### src/rtl/lampFPU_pkg.sv
// Shared widths, extended-fraction field indices and rounding helpers for the
// bf16 LAMP FPU datapath.
package lampFPU_pkg;

  localparam int LAMP_FLOAT_E_DW   = 8;
  localparam int LAMP_FLOAT_F_DW   = 7;
  localparam int LAMP_FLOAT_DW     = 16;
  localparam int LAMP_FLOAT_E_BIAS = 127;
  localparam int LAMP_FLOAT_EXT_DW = 12;

  // Extended fraction layout: carry | hidden | fraction[6:0] | G | R | S
  localparam int LAMP_EXT_CARRY_IDX  = 11;
  localparam int LAMP_EXT_HIDDEN_IDX = 10;
  localparam int LAMP_EXT_F_MSB_IDX  = 9;
  localparam int LAMP_EXT_F_LSB_IDX  = 3;
  localparam int LAMP_EXT_G_IDX      = 2;
  localparam int LAMP_EXT_R_IDX      = 1;
  localparam int LAMP_EXT_S_IDX      = 0;

  localparam logic [LAMP_FLOAT_E_DW+LAMP_FLOAT_F_DW-1:0] INF_E_F  = {8'hFF, 7'h00};
  localparam logic [LAMP_FLOAT_E_DW+LAMP_FLOAT_F_DW-1:0] ZERO_E_F = '0;

  // Stage-1 payload: rounded (not yet renormalised) significand and 9-bit exponent.
  typedef struct packed {
    logic                       s;
    logic [LAMP_FLOAT_E_DW:0]   e;
    logic [LAMP_FLOAT_F_DW+1:0] sig;
    logic                       inx;
    logic                       to_round;
    logic                       ovf;
    logic                       unf;
  } rp_s1_t;

  typedef struct packed {
    logic [LAMP_FLOAT_DW-1:0] res;
    logic                     ovf;
    logic                     unf;
    logic                     inx;
  } rp_s2_t;

  function automatic logic FUNC_rne_increment(input logic l, input logic g,
                                              input logic r, input logic s);
    return g & (r | s | l);
  endfunction

endpackage

### src/rtl/lamp_fpu_pipe_reg.sv
// Single valid/ready register slice; accepts whenever empty or draining.
module lamp_fpu_pipe_reg #(
  parameter int unsigned DW = 8
) (
  input  logic          clk,
  input  logic          rst,
  input  logic          valid_i,
  output logic          ready_o,
  input  logic [DW-1:0] data_i,
  output logic          valid_o,
  input  logic          ready_i,
  output logic [DW-1:0] data_o
);

  logic          valid_d, valid_q;
  logic [DW-1:0] data_d, data_q;

  assign ready_o = ~valid_q | ready_i;
  assign valid_o = valid_q;
  assign data_o  = data_q;

  always_comb begin
    valid_d = valid_q;
    data_d  = data_q;
    if (ready_o) begin
      valid_d = valid_i;
      if (valid_i) data_d = data_i;
    end
  end

  always_ff @(posedge clk or posedge rst) begin
    if (rst) begin
      valid_q <= 1'b0;
      data_q  <= '0;
    end else begin
      valid_q <= valid_d;
      data_q  <= data_d;
    end
  end

endmodule

### src/rtl/lamp_fpu_round_pack.sv
// Two-stage round-to-nearest-even and pack of bf16 results, with per-result
// and sticky exception flags.
module lamp_fpu_round_pack
  import lampFPU_pkg::*;
(
  input  logic                         clk,
  input  logic                         rst,
  input  logic                         valid_i,
  output logic                         ready_o,
  input  logic                         s_i,
  input  logic [LAMP_FLOAT_E_DW-1:0]   e_i,
  input  logic [LAMP_FLOAT_EXT_DW-1:0] f_i,
  input  logic                         isToRound_i,
  input  logic                         isOverflow_i,
  input  logic                         isUnderflow_i,
  output logic                         valid_o,
  input  logic                         ready_i,
  output logic [LAMP_FLOAT_DW-1:0]     res_o,
  output logic                         ovf_o,
  output logic                         unf_o,
  output logic                         inx_o,
  output logic [2:0]                   flags_o,
  input  logic                         clear_flags_i
);

  localparam int S1_W = $bits(rp_s1_t);
  localparam int S2_W = $bits(rp_s2_t);

  rp_s1_t            s1_d, s1_q;
  rp_s2_t            s2_d, s2_q;
  logic [S1_W-1:0]   s1_bits;
  logic [S2_W-1:0]   s2_bits;
  logic              s1_valid, s2_ready;
  logic [2:0]        flags_d, flags_q;

  logic [LAMP_FLOAT_EXT_DW-1:0] f_n;
  logic [LAMP_FLOAT_E_DW:0]     e_n;
  logic                         inc;

  // Stage 1: pre-normalise a carry-out and round to 7 fraction bits.
  always_comb begin
    f_n = f_i;
    e_n = {1'b0, e_i};
    if (f_i[LAMP_EXT_CARRY_IDX]) begin
      f_n = {1'b0, f_i[LAMP_FLOAT_EXT_DW-1:1]};
      f_n[LAMP_EXT_S_IDX] = f_i[LAMP_EXT_R_IDX] | f_i[LAMP_EXT_S_IDX];
      e_n = e_n + 9'd1;
    end
    inc = FUNC_rne_increment(f_n[LAMP_EXT_F_LSB_IDX], f_n[LAMP_EXT_G_IDX],
                             f_n[LAMP_EXT_R_IDX], f_n[LAMP_EXT_S_IDX]);

    s1_d          = '0;
    s1_d.s        = s_i;
    s1_d.to_round = isToRound_i;
    s1_d.ovf      = isOverflow_i;
    s1_d.unf      = isUnderflow_i;
    if (isToRound_i) begin
      s1_d.e   = e_n;
      s1_d.sig = {f_n[LAMP_EXT_CARRY_IDX:LAMP_EXT_HIDDEN_IDX],
                  f_n[LAMP_EXT_F_MSB_IDX:LAMP_EXT_F_LSB_IDX]} + {8'd0, inc};
      s1_d.inx = |f_n[LAMP_EXT_G_IDX:LAMP_EXT_S_IDX];
    end else begin
      // Specials and zeros pass through untouched; bit 8 stays clear so no renormalise.
      s1_d.e   = {1'b0, e_i};
      s1_d.sig = {2'b01, f_i[LAMP_EXT_F_MSB_IDX:LAMP_EXT_F_LSB_IDX]};
      s1_d.inx = 1'b0;
    end
  end

  lamp_fpu_pipe_reg #(.DW(S1_W)) u_s1 (
    .clk     (clk),
    .rst     (rst),
    .valid_i (valid_i),
    .ready_o (ready_o),
    .data_i  (s1_d),
    .valid_o (s1_valid),
    .ready_i (s2_ready),
    .data_o  (s1_bits)
  );

  assign s1_q = rp_s1_t'(s1_bits);

  logic [LAMP_FLOAT_E_DW:0]   e_r;
  logic [LAMP_FLOAT_F_DW-1:0] frac_r;
  logic                       ovf_all;

  // Stage 2: renormalise a rounding carry, then saturate; overflow beats underflow.
  always_comb begin
    e_r     = s1_q.e + {8'd0, s1_q.sig[LAMP_FLOAT_F_DW+1]};
    frac_r  = s1_q.sig[LAMP_FLOAT_F_DW+1] ? '0 : s1_q.sig[LAMP_FLOAT_F_DW-1:0];
    ovf_all = s1_q.ovf | (s1_q.to_round & (e_r >= 9'd255));

    s2_d     = '0;
    s2_d.res = {s1_q.s, e_r[LAMP_FLOAT_E_DW-1:0], frac_r};
    s2_d.inx = s1_q.inx;
    if (ovf_all) begin
      s2_d.res = {s1_q.s, INF_E_F};
      s2_d.ovf = 1'b1;
      s2_d.inx = 1'b1;
    end else if (s1_q.unf) begin
      s2_d.res = {s1_q.s, ZERO_E_F};
      s2_d.unf = 1'b1;
      s2_d.inx = 1'b1;
    end
  end

  lamp_fpu_pipe_reg #(.DW(S2_W)) u_s2 (
    .clk     (clk),
    .rst     (rst),
    .valid_i (s1_valid),
    .ready_o (s2_ready),
    .data_i  (s2_d),
    .valid_o (valid_o),
    .ready_i (ready_i),
    .data_o  (s2_bits)
  );

  assign s2_q  = rp_s2_t'(s2_bits);
  assign res_o = s2_q.res;
  assign ovf_o = s2_q.ovf;
  assign unf_o = s2_q.unf;
  assign inx_o = s2_q.inx;

  // A clear and a same-cycle handshake: the new result's flags survive.
  always_comb begin
    flags_d = clear_flags_i ? 3'b000 : flags_q;
    if (valid_o & ready_i) flags_d = flags_d | {s2_q.ovf, s2_q.unf, s2_q.inx};
  end

  always_ff @(posedge clk or posedge rst) begin
    if (rst) flags_q <= 3'b000;
    else     flags_q <= flags_d;
  end

  assign flags_o = flags_q;

endmodule
### config.mk
export PLATFORM = sky130hd
export DESIGN_NAME = lamp_fpu_round_pack
export DESIGN_NICKNAME = d
export VERILOG_FILES = /design/src/rtl/lampFPU_pkg.sv /design/src/rtl/lamp_fpu_pipe_reg.sv /design/src/rtl/lamp_fpu_round_pack.sv
export SDC_FILE = /design/constraint.sdc
export NUM_CORES = 1
export LEC_CHECK = 0
export ABC_AREA = 1
export CAP_MARGIN = 10
export CORE_MARGIN = 5
export CORE_UTILIZATION = 49
export CTS_BUF_LIST = sky130_fd_sc_hd__clkbuf_8
export DETAILED_ROUTE_END_ITERATION = 16
export PLACE_DENSITY = 0.79
export SETUP_SLACK_MARGIN = 0.5
export SYNTH_ARGS = -nofsm -noshare
export SYNTH_HDL_FRONTEND = slang
export SYNTH_HIERARCHICAL = 1
export SYNTH_SLANG_ARGS = --single-unit
### constraint.sdc
create_clock -name clk -period 1.95 [get_ports clk]
set_clock_uncertainty 0.1 [all_clocks]
set_input_delay 0.2925 -clock clk [delete_from_list [all_inputs] [get_ports clk]]
set_output_delay 0.2925 -clock clk [all_outputs]
set_load 0.02 [all_outputs]
==> Implementation_results.wiki <==
{| class="wikitable"
! Metric !! Value
|-
| Switch share || between 30% and 40%
|-
| # DRC || 0
|-
| Post-route clock period utilization || 105%
|-
| Clk Latency, worst-skew pair || approximately 0.30 ns
|-
| Critical Path Fanout Max || 6
|-
| Maximum vdd drop || between 0.0004 and 0.0005 V
|-
| Standby leakage power || around 2.0 nW
|-
| CP Class || reg -> reg
|-
| P per Cell Area || roughly 760 nW/um^2
|-
| Residual overflow from global routing || 0
|-
| Area growth from synthesis to layout || 37.6%
|-
| Max-slew violation total from the final report || 0
|-
| Area of the die || 7410 um^2
|-
| Aggregate negative setup slack || -0.981 ns
|-
| Run status || finished with violations
|-
| Clock tree buffer depth || 2
|-
| Antenna violations before repair || 0
|-
| Mapped Cells || roughly 370
|-
| RePlAce Congestion || around 0.81
|-
| Max-capacitance violation count || 0
|-
| Count of H-tree levels built during CTS || 2
|-
| Data arrival, critical path || about 2.1 ns
|-
| Half-perimeter wire length after detailed placement || roughly 4600 um
|-
| Final setup violation count || 18
|-
| Std cell rows || 27
|-
| Syn_area_per_cell || ~7.7 um^2
|-
| Root Buffer || sky130_fd_sc_hd__clkbuf_8
|-
| Mapped Nets || roughly 400
|-
| R2R Setup Slk || -0.09 ns
|-
| Clock Pin Slew Worst Setup and Hold Paths || 0.08 ns
|-
| Initial core utilization || around 51%
|-
| Violated checks || setup timing
|-
| Power after layout || ~0.0030 W
|-
| Power Internal || roughly 0.0019 W
|-
| Slew at the pin closest to its max-slew limit || between 0.4 and 0.5 ns
|-
| Die Y || ~86 um
|-
| Floorplan core area || around 5600 um^2
|-
| Iteration-0 DRC count of the detailed router || 71
|-
| Length of the first detailed-routing pass in iterations || 4
|-
| Unrepaired setup endpoints after global routing || yes
|-
| Setup ws final || -0.0903 ns
|-
| TritonCTS Buffers || 5
|-
| Final hold violation count || 0
|-
| Die width || between 80 and 90 um
|-
| Total global-route track usage || a little under a fifth
|-
| Average wire per cell in the routed design || 12.7 um
|-
| Combinational fraction of design power || between 30% and 40%
|-
| Wire length of the first global-routing pass || approximately 11000 um
|-
| Final cell utilization of the core || a little over two thirds
|-
| IO buf count || 52
|-
| Number of vias per cell after detailed routing || 4.95
|-
| Setup Slack @ Placement || -0.200 ns
|-
| TritonCTS clock tree || yes
|-
| Total vias in the final route || between 2000 and 3000
|-
| Post-route antenna net violation count || 0
|-
| Shortest clock period the worst path allows after layout || a little over 2 ns
|-
| Combined area of all synthesized cells || between 2000 and 3000 um^2
|-
| Clock network power share || between 10% and 20%
|-
| Critical path required time || approximately 2.1 ns
|-
| Sw Pwr || around 0.0011 W
|-
| CP endpoint kind || flip-flop
|-
| Number of antenna diodes || 0
|-
| Layout net count || just under 500
|-
| Number of global-route vias before repair || roughly 2500
|-
| Kind of start point of the critical path || flip-flop
|-
| Fmax achieved || approximately 490 MHz
|-
| Share of cells above drive strength 1 || between 20% and 30%
|-
| Post-detailed-routing wire length || about 6700 um
|-
| Synthesis warning total || 6
|-
| Relative slew slack || 68.2%
|-
| Count of clock tree sinks || 46
|-
| Portion of total power attributed to sequential cells || between 40% and 50%
|-
| Hold/Removal Path Class || in -> async
|-
| Total I/O pin count || 53
|-
| Largest net degree at the start of global routing || 24
|}
==> area by class of cell <==
type	count	area [um^2]
fill	485	1670
multi-input combinational	280	1660
sequential	46	1150
timing repair buffer	87	808
inverter	31	116
tap	72	90.1
clock buffer	5	68.8
clock inverter	3	13.8
==> flip-flops by register name, indices dropped and copies added, names as in the netlist <==
signal	count
flags_o	3
u_s1/data_o	22
u_s1/valid_o	1
u_s2/data_o	19
u_s2/valid_o	1
==> what timing repair did <==
action / 4_1_cts / 5_1_grt
cloned: 4 / 1
setup buffers: 8 / 3
endpoints found under the hold margin: 0 / 0
gates resized for setup: 83 / 23
endpoints found under the setup margin: 66 / 31
pin swaps: 34 / 17
hold buffers: 0 / 0
==> stage by stage <==
| stage | hold slack (ns) | std cells | cell area, um^2 |
|---|---|---|---|
| after detailed placement | 0.360 | 500 | 3520 |
| after global routing | 0.166 | 524 | 3910 |
| final | 0.143 | 524 | 3910 |
| after floorplan | -0.0539 | 369 | 2910 |
| after CTS | 0.131 | 520 | 3800 |
| after global placement | 0.356 | 500 | 3520 |
==> layout by cell type (no fill, tap or decap), types with 6 or more instances in the layout <==
cell type	count
sky130_fd_sc_hd__inv_1	23
sky130_fd_sc_hd__buf_4	27
sky130_fd_sc_hd__xor2_1	7
sky130_fd_sc_hd__dlygate4sd2_1	25
sky130_fd_sc_hd__clkdlybuf4s50_1	14
sky130_fd_sc_hd__dfrtp_1	45
sky130_fd_sc_hd__nand3_1	59
sky130_fd_sc_hd__nand2_2	9
sky130_fd_sc_hd__nand2_4	9
sky130_fd_sc_hd__buf_6	7
sky130_fd_sc_hd__clkdlybuf4s15_1	6
sky130_fd_sc_hd__nor2_2	12
sky130_fd_sc_hd__inv_2	7
sky130_fd_sc_hd__nand2_1	123
sky130_fd_sc_hd__nor2_1	7
sky130_fd_sc_hd__o21ai_0	6
==> power groups by stage <==
stage	clock (W)	sequential [W]	combinational, W
6_report	0.000546	0.00128	0.00115
5_1_grt	0.000605	0.00131	0.00126
4_1_cts	0.000565	0.00128	0.00112
3_5_place_dp	0	0.00130	0.00113
3_3_place_gp	0	0.00130	0.00110
2_1_floorplan	0	0.00145	0.000547
==> path summary, 6_finish.rpt <==
kind | depth (start not counted) | startpoint | endpoint
hold / removal | 2 | rst | flags_o[0]
hold reg to reg | 2 | u_s2/data_o[16] | u_s2/data_o[16]
min in group clk | 5 | f_i[8] | u_s1/data_o[9]
setup / recovery | 13 | u_s1/data_o[13] | u_s2/data_o[5]
max in group asynchronous | 3 | rst | u_s2/valid_o
setup reg to reg | 13 | u_s1/data_o[13] | u_s2/data_o[5]
==> per-layer routing <==
layer | up-vias | GRT usage, % | share of wire [%]
met5 | - | 0 | 0
met4 | 0 | 6.91 | 1.7
met3 | 13 | 3.07 | 5.5
met2 | 69 | 31.7 | 50
met1 | 1169 | 22.2 | 43
li1 | 1343 | - | -
==> worst max-delay path, stage by stage (launching register included) <==
cell                      delay, ns
sky130_fd_sc_hd__dfrtp_1       0.42
sky130_fd_sc_hd__ha_4          0.19
sky130_fd_sc_hd__ha_4          0.27
sky130_fd_sc_hd__nand2_1       0.05
sky130_fd_sc_hd__nor2_1        0.12
sky130_fd_sc_hd__nand2_1       0.08
sky130_fd_sc_hd__nor2_2        0.14
sky130_fd_sc_hd__nand3_2       0.10
sky130_fd_sc_hd__nand2_4       0.09
sky130_fd_sc_hd__nand2_4       0.09
sky130_fd_sc_hd__nand2_8       0.11
sky130_fd_sc_hd__nor2_2        0.06
sky130_fd_sc_hd__nand3_1       0.08
sky130_fd_sc_hd__nand2_1       0.05
Note: power is estimated with default switching activity, not from simulation.
